File: src/rtl/ddr4_cmd_gen.sv
// ----------------------------------------------------------------------------
// ddr4_cmd_gen
//
// Single-rank DDR4 command generator. One read/write request is accepted at a
// time. The request is classified against an open-row table (one entry per
// bankgroup/bank) and turned into the minimal PRE / ACT / CAS sequence. Each
// command occupies one clock with cs_n low; every other cycle is a deselect.
// TRP, TRCD and TCCD spacings are enforced by one shared down-counter.
//
// Ports
//   clk, reset_n          clock, asynchronous active-low reset
//   req_valid/req_ready   request handshake (ready only in IDLE with cke high)
//   req_write             1 = WRITE, 0 = READ
//   req_bg/req_ba         target bankgroup / bank
//   req_row/req_col       target row / column
//   act_n, A, bg, ba      DDR4 command/address bus (registered)
//   cs_n, cke             chip select, clock enable (registered)
//   rd_issued/wr_issued   one-cycle pulse while READ/WRITE is on the bus
// ----------------------------------------------------------------------------
module ddr4_cmd_gen #(
    parameter int BGWIDTH   = 2,
    parameter int BAWIDTH   = 2,
    parameter int ADDRWIDTH = 17,
    parameter int COLWIDTH  = 10,
    parameter int TRCD      = 3,
    parameter int TRP       = 3,
    parameter int TCCD      = 4
) (
    input  logic                 clk,
    input  logic                 reset_n,
    input  logic                 req_valid,
    output logic                 req_ready,
    input  logic                 req_write,
    input  logic [BGWIDTH-1:0]   req_bg,
    input  logic [BAWIDTH-1:0]   req_ba,
    input  logic [ADDRWIDTH-1:0] req_row,
    input  logic [COLWIDTH-1:0]  req_col,
    output logic                 act_n,
    output logic [ADDRWIDTH-1:0] A,
    output logic [BGWIDTH-1:0]   bg,
    output logic [BAWIDTH-1:0]   ba,
    output logic                 cs_n,
    output logic                 cke,
    output logic                 rd_issued,
    output logic                 wr_issued
);

    localparam int BIDW  = BGWIDTH + BAWIDTH;
    localparam int NBANK = 1 << BIDW;
    localparam int TMAX  = (TRCD > TRP) ? ((TRCD > TCCD) ? TRCD : TCCD)
                                        : ((TRP  > TCCD) ? TRP  : TCCD);
    localparam int CNTW  = $clog2(TMAX + 1);

    typedef enum logic [2:0] {
        S_IDLE,
        S_PRE,
        S_WAIT_RP,
        S_ACT,
        S_WAIT_RCD,
        S_CAS,
        S_WAIT_CCD
    } state_t;

    state_t                state_q, state_d;
    logic [CNTW-1:0]       cnt_q, cnt_d;

    // Captured request
    logic                  rq_write_q;
    logic [BGWIDTH-1:0]    rq_bg_q;
    logic [BAWIDTH-1:0]    rq_ba_q;
    logic [ADDRWIDTH-1:0]  rq_row_q;
    logic [COLWIDTH-1:0]   rq_col_q;

    // Open-row table
    logic [NBANK-1:0]      open_vld_q;
    logic [ADDRWIDTH-1:0]  open_row_q [NBANK];

    // Registered bus
    logic                  cs_n_q, cs_n_d;
    logic                  act_n_q, act_n_d;
    logic [ADDRWIDTH-1:0]  a_q, a_d;
    logic [BGWIDTH-1:0]    bg_q, bg_d;
    logic [BAWIDTH-1:0]    ba_q, ba_d;
    logic                  rd_q, rd_d;
    logic                  wr_q, wr_d;
    logic                  cke_q;
    logic                  ready_q, ready_d;

    logic                  accept;
    logic                  cur_write;
    logic [BGWIDTH-1:0]    cur_bg;
    logic [BAWIDTH-1:0]    cur_ba;
    logic [ADDRWIDTH-1:0]  cur_row;
    logic [COLWIDTH-1:0]   cur_col;
    logic [BIDW-1:0]       cur_idx;

    assign accept = req_valid && ready_q;

    // On the acceptance edge the request is not yet in the capture registers,
    // so the first command is built straight from the inputs.
    assign cur_write = accept ? req_write : rq_write_q;
    assign cur_bg    = accept ? req_bg    : rq_bg_q;
    assign cur_ba    = accept ? req_ba    : rq_ba_q;
    assign cur_row   = accept ? req_row   : rq_row_q;
    assign cur_col   = accept ? req_col   : rq_col_q;
    assign cur_idx   = {cur_bg, cur_ba};

    // ------------------------------------------------------------------
    // State register
    // ------------------------------------------------------------------
    always_ff @(posedge clk or negedge reset_n) begin
        if (!reset_n) begin
            state_q <= S_IDLE;
            cnt_q   <= '0;
        end else begin
            state_q <= state_d;
            cnt_q   <= cnt_d;
        end
    end

    // ------------------------------------------------------------------
    // Next-state logic
    // Wait counters are loaded with T-2: the command cycle and the final
    // zero-count cycle together account for the other two cycles.
    // ------------------------------------------------------------------
    always_comb begin
        state_d = state_q;
        cnt_d   = cnt_q;
        unique case (state_q)
            S_IDLE: begin
                if (accept) begin
                    if (!open_vld_q[cur_idx]) begin
                        state_d = S_ACT;
                    end else if (open_row_q[cur_idx] == cur_row) begin
                        state_d = S_CAS;
                    end else begin
                        state_d = S_PRE;
                    end
                end
            end
            S_PRE: begin
                state_d = S_WAIT_RP;
                cnt_d   = CNTW'(TRP - 2);
            end
            S_WAIT_RP: begin
                if (cnt_q == '0) state_d = S_ACT;
                else             cnt_d   = cnt_q - 1'b1;
            end
            S_ACT: begin
                state_d = S_WAIT_RCD;
                cnt_d   = CNTW'(TRCD - 2);
            end
            S_WAIT_RCD: begin
                if (cnt_q == '0) state_d = S_CAS;
                else             cnt_d   = cnt_q - 1'b1;
            end
            S_CAS: begin
                state_d = S_WAIT_CCD;
                cnt_d   = CNTW'(TCCD - 2);
            end
            S_WAIT_CCD: begin
                if (cnt_q == '0) state_d = S_IDLE;
                else             cnt_d   = cnt_q - 1'b1;
            end
            default: begin
                state_d = S_IDLE;
                cnt_d   = '0;
            end
        endcase
    end

    // ------------------------------------------------------------------
    // Output logic: the bus for the coming cycle is derived from the state
    // being entered, then registered, so the bus always matches state_q.
    // A16/A15/A14 carry RAS_n/CAS_n/WE_n when act_n is high; A10 stays 0
    // (no auto-precharge, single-bank precharge).
    // ------------------------------------------------------------------
    always_comb begin
        cs_n_d  = 1'b1;
        act_n_d = 1'b1;
        a_d     = '0;
        bg_d    = '0;
        ba_d    = '0;
        rd_d    = 1'b0;
        wr_d    = 1'b0;
        ready_d = (state_d == S_IDLE) && cke_q;
        unique case (state_d)
            S_PRE: begin
                cs_n_d = 1'b0;
                a_d[15] = 1'b1;
                bg_d   = cur_bg;
                ba_d   = cur_ba;
            end
            S_ACT: begin
                cs_n_d  = 1'b0;
                act_n_d = 1'b0;
                a_d     = cur_row;
                bg_d    = cur_bg;
                ba_d    = cur_ba;
            end
            S_CAS: begin
                cs_n_d              = 1'b0;
                a_d[16]             = 1'b1;
                a_d[14]             = ~cur_write;
                a_d[COLWIDTH-1:0]   = cur_col;
                bg_d                = cur_bg;
                ba_d                = cur_ba;
                rd_d                = ~cur_write;
                wr_d                = cur_write;
            end
            default: ;
        endcase
    end

    always_ff @(posedge clk or negedge reset_n) begin
        if (!reset_n) begin
            cs_n_q  <= 1'b1;
            act_n_q <= 1'b1;
            a_q     <= '0;
            bg_q    <= '0;
            ba_q    <= '0;
            rd_q    <= 1'b0;
            wr_q    <= 1'b0;
            cke_q   <= 1'b0;
            ready_q <= 1'b0;
        end else begin
            cs_n_q  <= cs_n_d;
            act_n_q <= act_n_d;
            a_q     <= a_d;
            bg_q    <= bg_d;
            ba_q    <= ba_d;
            rd_q    <= rd_d;
            wr_q    <= wr_d;
            cke_q   <= 1'b1;
            ready_q <= ready_d;
        end
    end

    // Request capture; only the handshake edge loads, later input
    // changes are ignored.
    always_ff @(posedge clk) begin
        if (accept) begin
            rq_write_q <= req_write;
            rq_bg_q    <= req_bg;
            rq_ba_q    <= req_ba;
            rq_row_q   <= req_row;
            rq_col_q   <= req_col;
        end
    end

    // Open-row table: valid bits are cleared by reset, row payload is
    // meaningless while its valid bit is low and needs no reset.
    always_ff @(posedge clk or negedge reset_n) begin
        if (!reset_n) begin
            open_vld_q <= '0;
        end else if (state_d == S_ACT) begin
            open_vld_q[cur_idx] <= 1'b1;
        end else if (state_d == S_PRE) begin
            open_vld_q[cur_idx] <= 1'b0;
        end
    end

    always_ff @(posedge clk) begin
        if (state_d == S_ACT) begin
            open_row_q[cur_idx] <= cur_row;
        end
    end

    assign req_ready = ready_q;
    assign cs_n      = cs_n_q;
    assign act_n     = act_n_q;
    assign A         = a_q;
    assign bg        = bg_q;
    assign ba        = ba_q;
    assign cke       = cke_q;
    assign rd_issued = rd_q;
    assign wr_issued = wr_q;

endmodule
File: config.mk
export PLATFORM = sky130hd
export DESIGN_NAME = ddr4_cmd_gen
export DESIGN_NICKNAME = d
export VERILOG_FILES = /design/src/rtl/ddr4_cmd_gen.sv
export SDC_FILE = /design/constraint.sdc
export NUM_CORES = 1
export LEC_CHECK = 0
export CAP_MARGIN = 10
export CORE_UTILIZATION = 32
export DETAILED_ROUTE_END_ITERATION = 8
export PLACE_DENSITY = 0.56
export RECOVER_POWER = 100
export SLEW_MARGIN = 40
export SYNTH_ARGS = -nofsm -noshare
export SYNTH_HDL_FRONTEND = slang
export SYNTH_SLANG_ARGS = --single-unit
File: constraint.sdc
create_clock -name clk -period 4.6 [get_ports clk]
set_input_delay 0.69 -clock clk [delete_from_list [all_inputs] [get_ports clk]]
set_output_delay 0.69 -clock clk [all_outputs]
set_load 0.005 [all_outputs]
==> metrics.md, run 1 <==
| Metric | Value |
|---|---|
| RSZ-0062 raised after global routing | no |
| Synth Area in XOR/XNOR | 0.01035 |
| Worst Clk Skew | 0.01692 ns |
| Vias in the first global route | 8920 |
| Period utilisation layout | 0.9438 |
| Slowest CP cell | nor2_2 |
| Top delay family on crit path | simple AND/OR/NAND/NOR gates |
| Final layout net count | 1160 |
| Synth Cell Area | 14380 um2 |
| Largest family of logic cells by synthesized area | multiplexers |
| Latest clock arrival within the worst-skew pair | 0.53 ns |
| Fin. Hold Viols | 0 |
| Main flop type after synthesis | edfxtp_1 |
| Full die area | 45790 um2 |
| Vias | 8780 |
| Initial core utilization | 0.3245 |
| Yosys cell types | 69 |
| Drt wl/cell | 21.56 um |
| Mux cell area share after synthesis | 0.1075 |
| Die height | 214.0 um |
| Minimum clock period | 4.341 ns |
| Post-Route WL | 37590 um |
| Die Width | 214.0 um |
| Complex-gate fraction of the synthesized area | 0.08074 |
| DP HPWL | 25380 um |
| Worst Setup Path Type | in -> reg |
| H-Tree Depth | 2 |
| Synthesized Nets | 1011 |
| Failing checks | capacitance limit, slew limit |
| Layout cell share with drive strength beyond 1 | 0.1564 |
| Final Setup Violations | 0 |
| Hold Crit Depth | 2 |
| CTS sink cnt | 353 |
| Slew HR | -0.9344 |
| # resized after CTS | 0 |
| Mapped Cells | 974 |
| Max stage delay on crit path | 0.68 ns |
| GRT Resource Usage Total | 0.1640 |
| Critical path arrival | 4.76 ns |
| Max Cap Viol | 1 |
| ANT nets after route | 0 |
| HP Class | reg -> reg |
| Max-slew violations | 50 |
| Post-Synth Simple-Gate Area | 0.07056 |
| Setup Buffers After CTS | 0 |
| Reg clk slew, reported paths | 0.06 ns |
| Seq/Total Area, Yosys | 0.6979 |
| FMAX | 230.3 MHz |
| Ys async rst share | 0.1388 |
| CP Max Fanout | 13 |
| Most frequent CP cell | nand4_1 |
| Top Ports | 62 |
| Warnings, synthesis | 0 |
| Leading post-synthesis cells by cell area | edfxtp_1 57%, mux2i_1 8.6%, dfrtp_1 8.2%, dfxtp_1 4.5%, nand2_1 2.8% |
| CORE AREA | 44320 um2 |
| Initial antenna violation count | 0 |
| CP Depth | 13 |
| R2R cell count | 12 |
| Placed insts | 1676 |
| Gr ovfl total | 0 |
| WP buf/inv | 3 |
| Post-Synth Adder-Cell Area | 0.001740 |
| TritonCTS buffer count | 37 |
| CTS max path bufs | 3 |
| Core Util, Final | 0.3944 |
| Area share of the largest cell type after synthesis | 0.5679 |
| Worst setup SP type | primary input |
| Final Wtd Congestion | 0.8401 |
| Diodes inserted | 0 |
| DRC viols | 0 |
| PwrDens | 676.5 nW/um2 |
| Largest net degree at the start of global routing | 50 |
| Crit path capture type | flop |
| Biggest area consumer among synthesized cells | edfxtp_1 |
| Worst vdd ir | 292.4 uV |
| Leakage | 6.338 nW |
| Area growth from synthesis to layout | 21.54% |
| Hold-fix buffers, CTS | 0 |
| CP Cell Sequence | clkdlybuf4s50_1, and2_2, mux2i_4, inv_4, nor2_2, a32oi_1, nand4_1, xnor2_1, nor4_1, nand4_1, buf_4, or2_4, a2111oi_4 |
| Mean Syn Cell Area | 14.77 um2 |
| Critical Path RT | 5.02 ns |
| CTS tree | yes |
| CTS root buf | clkbuf_16 |
| Iteration-0 DRC Markers | 767 |
| Outcome | finished, violations left |
| Post-Layout Cell Count | 1743 |
| Number of synthesized register bits | 353 |
| First-pass GRT wire length | 56390 um |
| Synth cell count leaders | 272 x edfxtp_1, 123 x mux2i_1, 108 x nand2_1 |
| Worst-Margin Slew | 2.902 ns |
| Number of synthesized flops with an enable pin | 272 |
| First-pass DRT Iterations | 5 |
| Row Count | 77 |
| Most common cell in the netlist | edfxtp_1 |
| Port bufs | 61 |
| Via/cell ratio | 5.037 |
[path summary, 6_finish.rpt]
| check | start | slack [ns] | to |
|---|---|---|---|
| worst max-delay path | req_valid | 0.26 | wr_issued |
| worst min-delay path | rq_col_q[9] | 0.45 | rq_col_q[9] |
| worst max register to register | req_ready | 0.51 | wr_issued |
| worst min register to register | rq_col_q[9] | 0.45 | rq_col_q[9] |
| max in group asynchronous | reset_n | 1.74 | A[0] |
| min in group asynchronous | reset_n | 1.18 | A[13] |
[layout make-up]
type / count / area [um2]
flip-flops and latches: 353 / 10040
inverters: 29 / 118.9
fillers: 4172 / 26840
clock inverters: 8 / 50.05
multi-input cells: 542 / 3909
clock buffers: 59 / 1205
well taps: 592 / 740.7
repair buffers: 160 / 1419
[cells by family after synthesis]
family | count (synthesis)
other cells | 1
flops | 353
fa+ha+maj | 2
simple gates | 227
compound gates | 154
xor+xnor | 17
buf+inv | 79
mux | 141
[per-stage QoR]
step	instance area (um2)	setup slack [ns]	hold WS, ns	setup TNS (ns)	power [mW]
after CTS	17660	0.2943	0.3256	0	12.03
after floorplan	14380	0.5693	0.3944	0	7.184
after global routing	17480	0.008126	0.4607	0	12.37
after detailed placement	16410	-0.2448	0.4369	-3.398	9.014
after global placement	16400	-0.2405	0.4296	-3.501	8.977
final	17480	0.2587	0.4463	0	11.82
[per-layer routing]
layer / wire, um / vias to the layer above / GRT usage / share of wire
met3: 1727 / 53 / 0.02530 / 0.046
met2: 17770 / 250 / 0.2669 / 0.47
met5: 0 / - / 0 / 0
met1: 17320 / 4481 / 0.2279 / 0.46
li1: - / 3996 / - / -
met4: 763 / 0 / 0.04269 / 0.020
[layout by cell type (no fill, tap or decap), types with 6 or more instances in the layout]
cell             Yosys  layout
a22o_1              14      14
o21ai_0             13      15
nand3_1              8       8
buf_12               3      15
nand2_1            108     108
dfrtp_1             47      47
inv_1               23      23
buf_4                9      44
a32oi_1             20      20
a21oi_1             28      28
clkbuf_1            11      32
dfxtp_1             32      32
nor2_1              54      51
nor2_2               3       6
xnor2_1             15      15
clkbuf_8             0       9
a22oi_1             31      31
dlygate4sd3_1        0      27
o31ai_1              7       7
clkbuf_16            0      42
nor3_1              14      14
edfxtp_1           272     272
mux2i_1            123     123
clkbuf_2             0       9
mux2_2               8       8
nand4_1             13      13
clkdlybuf4s50_1      0      33
mux4_2               9       9
and3_1               6       6
[power by group]
part | total (mW) | switching (mW) | internal, mW
combinational | 4.34 | 2.72 | 1.62
sequential | 4.48 | 0.195 | 4.28
clock | 3.00 | 1.20 | 1.80
total | 11.8 | 4.12 | 7.71
[sequential cells by signal, indices dropped and copies added, names as in the netlist, 3 cells and up, named ones only]
name / count
open_row_q: 272
state_q: 3
A: 17
cnt_q: 3
rq_row_q: 17
rq_col_q: 10
[tightest hold or removal path: stages, from the launching register on]
cell and delay [ns]:
dfxtp_1 0.30, nand2_1 0.05, nand2_1 0.05
Power figures use the tool's default switching activity.
==> inputs of run 2 (changes only) <==
- GPL_ROUTABILITY_DRIVEN: unset -> 0
==> results of run 2 <==
The final DEF is identical to that of run 1; final timing and power are the same.
==> inputs of run 3 (changes only) <==
- SKIP_CTS_REPAIR_TIMING: unset -> 1
==> results of run 3 <==
The final DEF is identical to that of run 1; final timing and power are the same.
